[src/rtl/systolic_feeder.sv]
// Operand feeder for an N x N systolic array: stores A and B, then streams skewed rows/columns.
// Optional FEEDER_TRANSPOSE_B_EN stores B writes transposed so the array computes A * B^T.
module systolic_feeder #(
    parameter int N     = 4,
    parameter int W     = 8,
    parameter int AW    = 2,
    parameter int FLUSH = 12
) (
    input  logic           clk,
    input  logic           rst_n,
    input  logic           wr_en,
    input  logic           wr_mat,
    input  logic [AW-1:0]  wr_row,
    input  logic [AW-1:0]  wr_col,
    input  logic [W-1:0]   wr_data,
    input  logic           start,
    output logic [N*W-1:0] a_out,
    output logic [N*W-1:0] b_out,
    output logic           valid,
    output logic           busy,
    output logic           done
);

    localparam int CMAX = (2*N-1 > FLUSH) ? 2*N-1 : FLUSH;
    localparam int CW   = $clog2(CMAX + 1);
    localparam int IW   = (N > 1) ? $clog2(N) : 1;
    localparam logic [CW-1:0] LAST_BEAT  = CW'(2*N - 2);
    localparam logic [CW-1:0] LAST_FLUSH = CW'((FLUSH > 0) ? FLUSH - 1 : 0);
    localparam logic [AW:0]   N_LIM      = (AW+1)'(N);

    typedef enum logic [1:0] {
        S_IDLE,
        S_STREAM,
        S_FLUSH
    } state_t;

    state_t         state, state_nxt;
    logic [CW-1:0]  cnt, cnt_nxt;
    logic           ended, ended_nxt;
    logic [N*W-1:0] a_nxt, b_nxt;
    logic           valid_nxt, busy_nxt, done_nxt;
    logic           wr_ok;

    logic [W-1:0] a_mem [N][N];
    logic [W-1:0] b_mem [N][N];

    assign wr_ok = wr_en && (state == S_IDLE)
                 && ({1'b0, wr_row} < N_LIM) && ({1'b0, wr_col} < N_LIM);

    // Matrix storage has no reset so that operands survive a reset between runs.
    always_ff @(posedge clk) begin
        if (wr_ok) begin
            if (!wr_mat) begin
                a_mem[IW'(wr_row)][IW'(wr_col)] <= wr_data;
            end else begin
`ifdef FEEDER_TRANSPOSE_B_EN
                b_mem[IW'(wr_col)][IW'(wr_row)] <= wr_data;
`else
                b_mem[IW'(wr_row)][IW'(wr_col)] <= wr_data;
`endif
            end
        end
    end

    always_ff @(posedge clk) begin
        if (!rst_n) begin
            state <= S_IDLE;
            cnt   <= '0;
            ended <= 1'b0;
            a_out <= '0;
            b_out <= '0;
            valid <= 1'b0;
            busy  <= 1'b0;
            done  <= 1'b0;
        end else begin
            state <= state_nxt;
            cnt   <= cnt_nxt;
            ended <= ended_nxt;
            a_out <= a_nxt;
            b_out <= b_nxt;
            valid <= valid_nxt;
            busy  <= busy_nxt;
            done  <= done_nxt;
        end
    end

    // Outputs are computed from the current state and registered, so the visible
    // stream lags the internal state by one cycle; 'ended' marks the IDLE cycle that reports done.
    always_comb begin
        int d;
        logic [IW-1:0] row_i, col_i;
        state_nxt = state;
        cnt_nxt   = cnt;
        ended_nxt = 1'b0;
        a_nxt     = '0;
        b_nxt     = '0;
        valid_nxt = 1'b0;
        busy_nxt  = 1'b0;
        done_nxt  = 1'b0;
        d         = 0;
        row_i     = '0;
        col_i     = '0;
        case (state)
            S_IDLE: begin
                done_nxt = ended;
                if (start) begin
                    state_nxt = S_STREAM;
                    cnt_nxt   = '0;
                end
            end
            S_STREAM: begin
                valid_nxt = 1'b1;
                busy_nxt  = 1'b1;
                for (int i = 0; i < N; i++) begin
                    d = int'(cnt) - i;
                    if (d >= 0 && d < N) begin
                        row_i = IW'(i);
                        col_i = IW'(d);
                        a_nxt[i*W +: W] = a_mem[row_i][col_i];
                        b_nxt[i*W +: W] = b_mem[col_i][row_i];
                    end
                end
                if (cnt == LAST_BEAT) begin
                    cnt_nxt = '0;
                    if (FLUSH == 0) begin
                        state_nxt = S_IDLE;
                        ended_nxt = 1'b1;
                    end else begin
                        state_nxt = S_FLUSH;
                    end
                end else begin
                    cnt_nxt = cnt + CW'(1);
                end
            end
            S_FLUSH: begin
                busy_nxt = 1'b1;
                if (cnt == LAST_FLUSH) begin
                    cnt_nxt   = '0;
                    state_nxt = S_IDLE;
                    ended_nxt = 1'b1;
                end else begin
                    cnt_nxt = cnt + CW'(1);
                end
            end
            default: begin
                state_nxt = S_IDLE;
                cnt_nxt   = '0;
            end
        endcase
    end

endmodule
[config.mk]
export PLATFORM = sky130hd
export DESIGN_NAME = systolic_feeder
export DESIGN_NICKNAME = d
export VERILOG_FILES = /design/src/rtl/systolic_feeder.sv
export SDC_FILE = /design/constraint.sdc
export NUM_CORES = 1
export LEC_CHECK = 0
export BUFFER_PORTS_ARGS = -buffer_cell sky130_fd_sc_hd__buf_2
export CELL_PAD_IN_SITES_DETAIL_PLACEMENT = 1
export CELL_PAD_IN_SITES_GLOBAL_PLACEMENT = 2
export CORE_UTILIZATION = 41
export CTS_CLUSTER_DIAMETER = 120
export DETAILED_ROUTE_END_ITERATION = 12
export PLACE_DENSITY_LB_ADDON = 0.1
export REMOVE_ABC_BUFFERS = 1
export SLEW_MARGIN = 20
export SYNTH_ARGS = -nofsm -noshare
export SYNTH_HDL_FRONTEND = slang
export SYNTH_SLANG_ARGS = --single-unit
[constraint.sdc]
create_clock -name clk -period 2.3 [get_ports clk]
set_input_delay 0.23 -clock clk [delete_from_list [all_inputs] [get_ports clk]]
set_output_delay 0.23 -clock clk [all_outputs]
set_load 0.01 [all_outputs]
# After elaboration in Yosys (flattened, before gate mapping)
# Memories as Yosys holds them, arrays and structs flattened. A register that Yosys moved wholly into a read port is not among the register bits.
# Cells that the tools add are included.
# word_totals
memories,2
ff_bits,42
mem_bits_rw,256
input_bits,17
wordCells,92
# classes
eq_ne,7
n_reduce_logical,19
n_addsub,4
n_mux,31
order_cmp,14
bitwise_logic,5
# memory_table
name,depth,word_bits,read_ports,rd_ports_with_merged_regs,wr,line_no,text
a_mem,4,32,4,0,1,44,logic [W-1:0] a_mem [N][N];
b_mem,4,32,4,4,1,45,logic [W-1:0] b_mem [N][N];
# ops
op,count
$mux W8,9
$bmux W8 S2,4
$mux W32,2
$demux W8 S2,1
$ge A3 B3 Y1 const B,5
$ge A5 B1 Y1 const B,3
$lt A5 B4 Y1 const B,3
$not A2 Y3,5
$reduce_and A3 Y1,5
$mux W4,3
$pmux W4 S3,1
$sub A4 B2 Y5 const B,2
$mux W1,7
$logic_and A1 B1 Y1,6
$mux W2,3
$ne A2 B2 Y1 const B,3
$pmux W2 S3,1
$sub A4 B1 Y5 const B,1
$add A4 B1 Y4 const B,1
$eq A4 B3 Y1 const B,1
$eq A4 B4 Y1 const B,1
$ge A4 B1 Y1 const B,1
$logic_not A1 Y1,4
$lt A4 B3 Y1 const B,1
6 further kinds,7

# Depth between registers and ports, before layout
# depth
word_depth,6
depth_mapped,9

# Worst setup path before layout
# No wires, ideal clock.
# synth_timing
kind,register to register
start,register cnt[1]
end,register a_out[10]
setup_time_ps,128
path_stages_with_launch,9
period_less_slack_ps,2353
n_path_buf,4
setup_slack_ps,-53
arrival_time_ps,2225
cell_sequence,dfxtp_1 -> buf_2 -> buf_1 -> inv_1 -> ha_1 -> clkbuf_2 -> clkbuf_1 -> mux4_2 -> nor2b_1
# synth_via
elab_chain_len,5
# synth_rtl
item,line_no,text
start: declaration,38,"logic [CW-1:0] cnt, cnt_nxt;"
start signal: assignment,77,cnt <= cnt_nxt;
$sub A4 B1 Y5 *,115,d = int'(cnt) - i;
branches (longest 4 deep; another with $ge A5 B1 Y1),n/a,
end signal: assignment,79,a_out <= a_nxt;
end: declaration,17,"output logic [N*W-1:0] a_out,"
# Every way passes the cells marked *. The select of a mux whose other input is x is not followed.
# A chain may end at the register's enable or synchronous reset.

# Worst setup path in the final report
# layout_timing
start,register state[0]
end,memory a_mem[1][2] (netlist name) (enable)
# layout_via
elab_chain_len,4
# layout_rtl
item,line_no,text
start: declaration,37,"state_t state, state_nxt;"
start signal: assignment,76,state <= state_nxt;
$logic_not A2 Y1,47,assign wr_ok = wr_en && (state == S_IDLE)
$logic_and A1 B1 Y1,47,
$mux W1,52,if (wr_ok) begin
$mux W32 (not written as such),54,a_mem[IW'(wr_row)][IW'(wr_col)] <= wr_data;
end: declaration,44,
# No other way between the ends.

==> summary.txt <==
Drt
  • Via Count: 5789
  • Pre-antenna DRT Iters: 4
  • Vias per std cell: 5.07
  • DR DRC count: 0
  • 1st-iter DRT viols: 301
  • Wire per inst: 22.4 um
  • Total Wirelength: 25.6 mm
  • Final ANT Viol Nets: 0

Finish
  • Post-layout util: 50.0%
  • Final Cell Area: 14100 sq um
  • Most frequent cells in the layout: edfxtp_1, buf_2, dfxtp_1
  • Layout cells sized above 1: 32.1%
  • Synth-to-layout area growth: 18.5%
  • Ant diodes: 0
  • Most common cell after layout, fill and taps aside: edfxtp_1
  • Nets: 765

Outcome
  • Status: completed

Critical path
  • CP Data Required Time: 2.50 ns
  • Register-to-Register Path Depth: 7
  • Crit Reg-Reg Startpoint: state[0]$_SDFFE_PN0P_
  • CP Class: flop to flop
  • Reg-to-reg slack, setup: 0.20 ns
  • Worst r2r dst: a_mem[1][2]$_DFFE_PP_
  • Worst EP arrival: 2.30 ns
  • CP max FO: 8
  • Worst setup SP type: flop
  • Crit end category: flop

Yosys
  • Ys Warns: 0
  • Syn Std Cell Area: 11900 sq um
  • EDFF count, synth: 256
  • Most used DFF post-synth: edfxtp_1
  • Synth Instances: 600
  • Sequential area share after synthesis: 77.2%
  • Average size of a mapped cell: 19.8 sq um
  • Ys async rst share: 0%
  • Synth unique cells: 36
  • FF+latch count, synth: 330

Clocking
  • Clock latency on the worst-skew pair: 0.51 ns
  • Clk sinks: 330
  • CTS resizes: 0
  • Clk slew on worst S/H paths: 0.06 ns
  • CTS Buffer Depth: 3
  • Hold Buf Count CTS: 0
  • Root Driver: clkbuf_16
  • CTS H-tree lvls: 2
  • CTS tree: yes
  • CTS Buf Count: 36
  • Setup bufs post-CTS: 0

Hold path
  • Worst Hold Class: primary input to flop
  • Hold EP: ended$_SDFF_PN0_
  • Worst hold stages: 3
  • HP Start: rst_n

Floorplan
  • Initial Util: 42.2%
  • Die H: 172 um
  • Ports: 84
  • Core area: 28200 sq um
  • DIE AREA: 29600 sq um
  • FP Rows: 61
  • Die Wd: 172 um

STA
  • Final min period: 2.10 ns
  • Worst-margin pin slew: 0.808 ns
  • Final Max Tran Viols: 0
  • Fmax: 477 MHz
  • Final Hold Viols: 0
  • Worst slew margin: 46.1%
  • Final setup fails: 0
  • Tcrit/Tclk final: 91.1%
  • Worst clock skew: 0.0123 ns
  • Setup Total Neg Slack: 0 ns
  • RSZ-0062 raised after global routing: no

Power and ir drop
  • Pwr/cell area: 940 nW/um^2
  • Peak supply drop: 786 uV
  • Power Total: 13.2 mW
  • Leak: 4.82 nW

Job
  • Max_cap viols: 0

Placement
  • HPWL after DPL: 15.1 mm
  • Port Buffers: 83
  • Area after DPL: 12900 sq um
  • Gpl congestion: 0.753

Global route
  • Global-route wire length before repair: 38.3 mm
  • All-Layer GR Usage: 18.1%
  • Largest net degree at the start of global routing: 33
  • GRT overflow: 0
  • Vias in the first global route: 6414
  • Initial antenna violation count: 0
[power by group]
group	total (mW)	switching (mW)	internal, mW	leakage (nW)
combinational	0.970	0.540	0.430	1.34
clock	5.67	2.20	3.47	0.579
sequential	6.58	0.0516	6.53	2.90
total	13.2	2.79	10.4	4.82
[layer usage]
| layer | share of wire, % | global-route usage (%) | vias to the layer above | wire (um) |
|---|---|---|---|---|
| li1 | - | - | 2571 | - |
| met1 | 42 | 23.3 | 3032 | 10800 |
| met2 | 50 | 31.0 | 136 | 12900 |
| met3 | 4.9 | 3.34 | 50 | 1250 |
| met4 | 2.3 | 5.69 | 0 | 587 |
| met5 | 0 | 0 | - | 0 |
[per-stage QoR]
step,hold WS (ns),setup slack [ns],std cells
3_3_place_gp,0.477,0.208,1077
6_report,0.0721,0.204,1141
4_1_cts,0.0516,0.121,1141
2_1_floorplan,0.329,-2.53,575
3_5_place_dp,0.484,0.137,1077
5_1_grt,0.0851,0.0120,1141
[cell usage after synthesis (3+ instances only)]
cell      count  area (sq um)
o21ai_0       4          20.0
ha_1         11           138
nand2_1      17          63.8
buf_12        3          60.1
inv_1         8          30.0
edfxtp_1    256          7690
dfxtp_1      74          1480
nand3_1      11          55.1
nand2b_1      4          25.0
mux4_2       64          1440
buf_2         5          25.0
a21oi_1       3          15.0
buf_4         6          45.0
nor2_1       37           139
clkbuf_1      7          26.3
nor2b_1      68           425
[worst max path at each step]
stage	cells after the start	slack (ns)	from	to
global route	5	0.01	state[0]$_SDFFE_PN0P_	b_mem[0][12]$_DFFE_PP_
detailed placement	5	0.14	state[0]$_SDFFE_PN0P_	b_mem[0][10]$_DFFE_PP_
floorplan	4	-2.53	cnt[0]$_SDFFE_PN0P_	a_out[24]$_SDFF_PN0_
CTS	5	0.12	state[0]$_SDFFE_PN0P_	b_mem[0][14]$_DFFE_PP_
global placement	5	0.21	state[0]$_SDFFE_PN0P_	b_mem[0][10]$_DFFE_PP_
finish	7	0.20	state[0]$_SDFFE_PN0P_	a_mem[1][2]$_DFFE_PP_
[logic make-up (layout without fill, tap and decap cells)]
group / after synthesis / count (layout) / synth area share [%]
compound gates: 14 / 14 / 0.738
mux: 64 / 64 / 12.1
flops: 330 / 330 / 77.2
xor+xnor: 2 / 2 / 0.148
fa+ha+maj: 11 / 11 / 1.16
simple gates: 146 / 146 / 6.74
buf+inv: 33 / 196 / 1.86
[worst max-delay path: stages (launching register included)]
cell and delay (ns):
dfxtp_1 0.32, inv_1 0.11, ha_1 0.23, nand2_1 0.07, nor2_1 0.31, nand3_1 0.35, nor2_1 0.19, buf_4 0.21
[sequential cells by signal, indices dropped and copies added (netlist names)]
name	count
a_mem	128
a_out	32
b_mem	128
b_out	32
busy	1
cnt	4
done	1
ended	1
state	2
valid	1
[area by class of cell]
type,count,area [sq um]
fillers,2591,14100
repair buffers,124,736
clock buffers,56,1090
flip-flops and latches,330,9170
clock inverters,8,87.6
well taps,378,473
inverters,8,30.0
multi-input cells,237,2480
No activity file was read; power rests on OpenSTA's default activity.
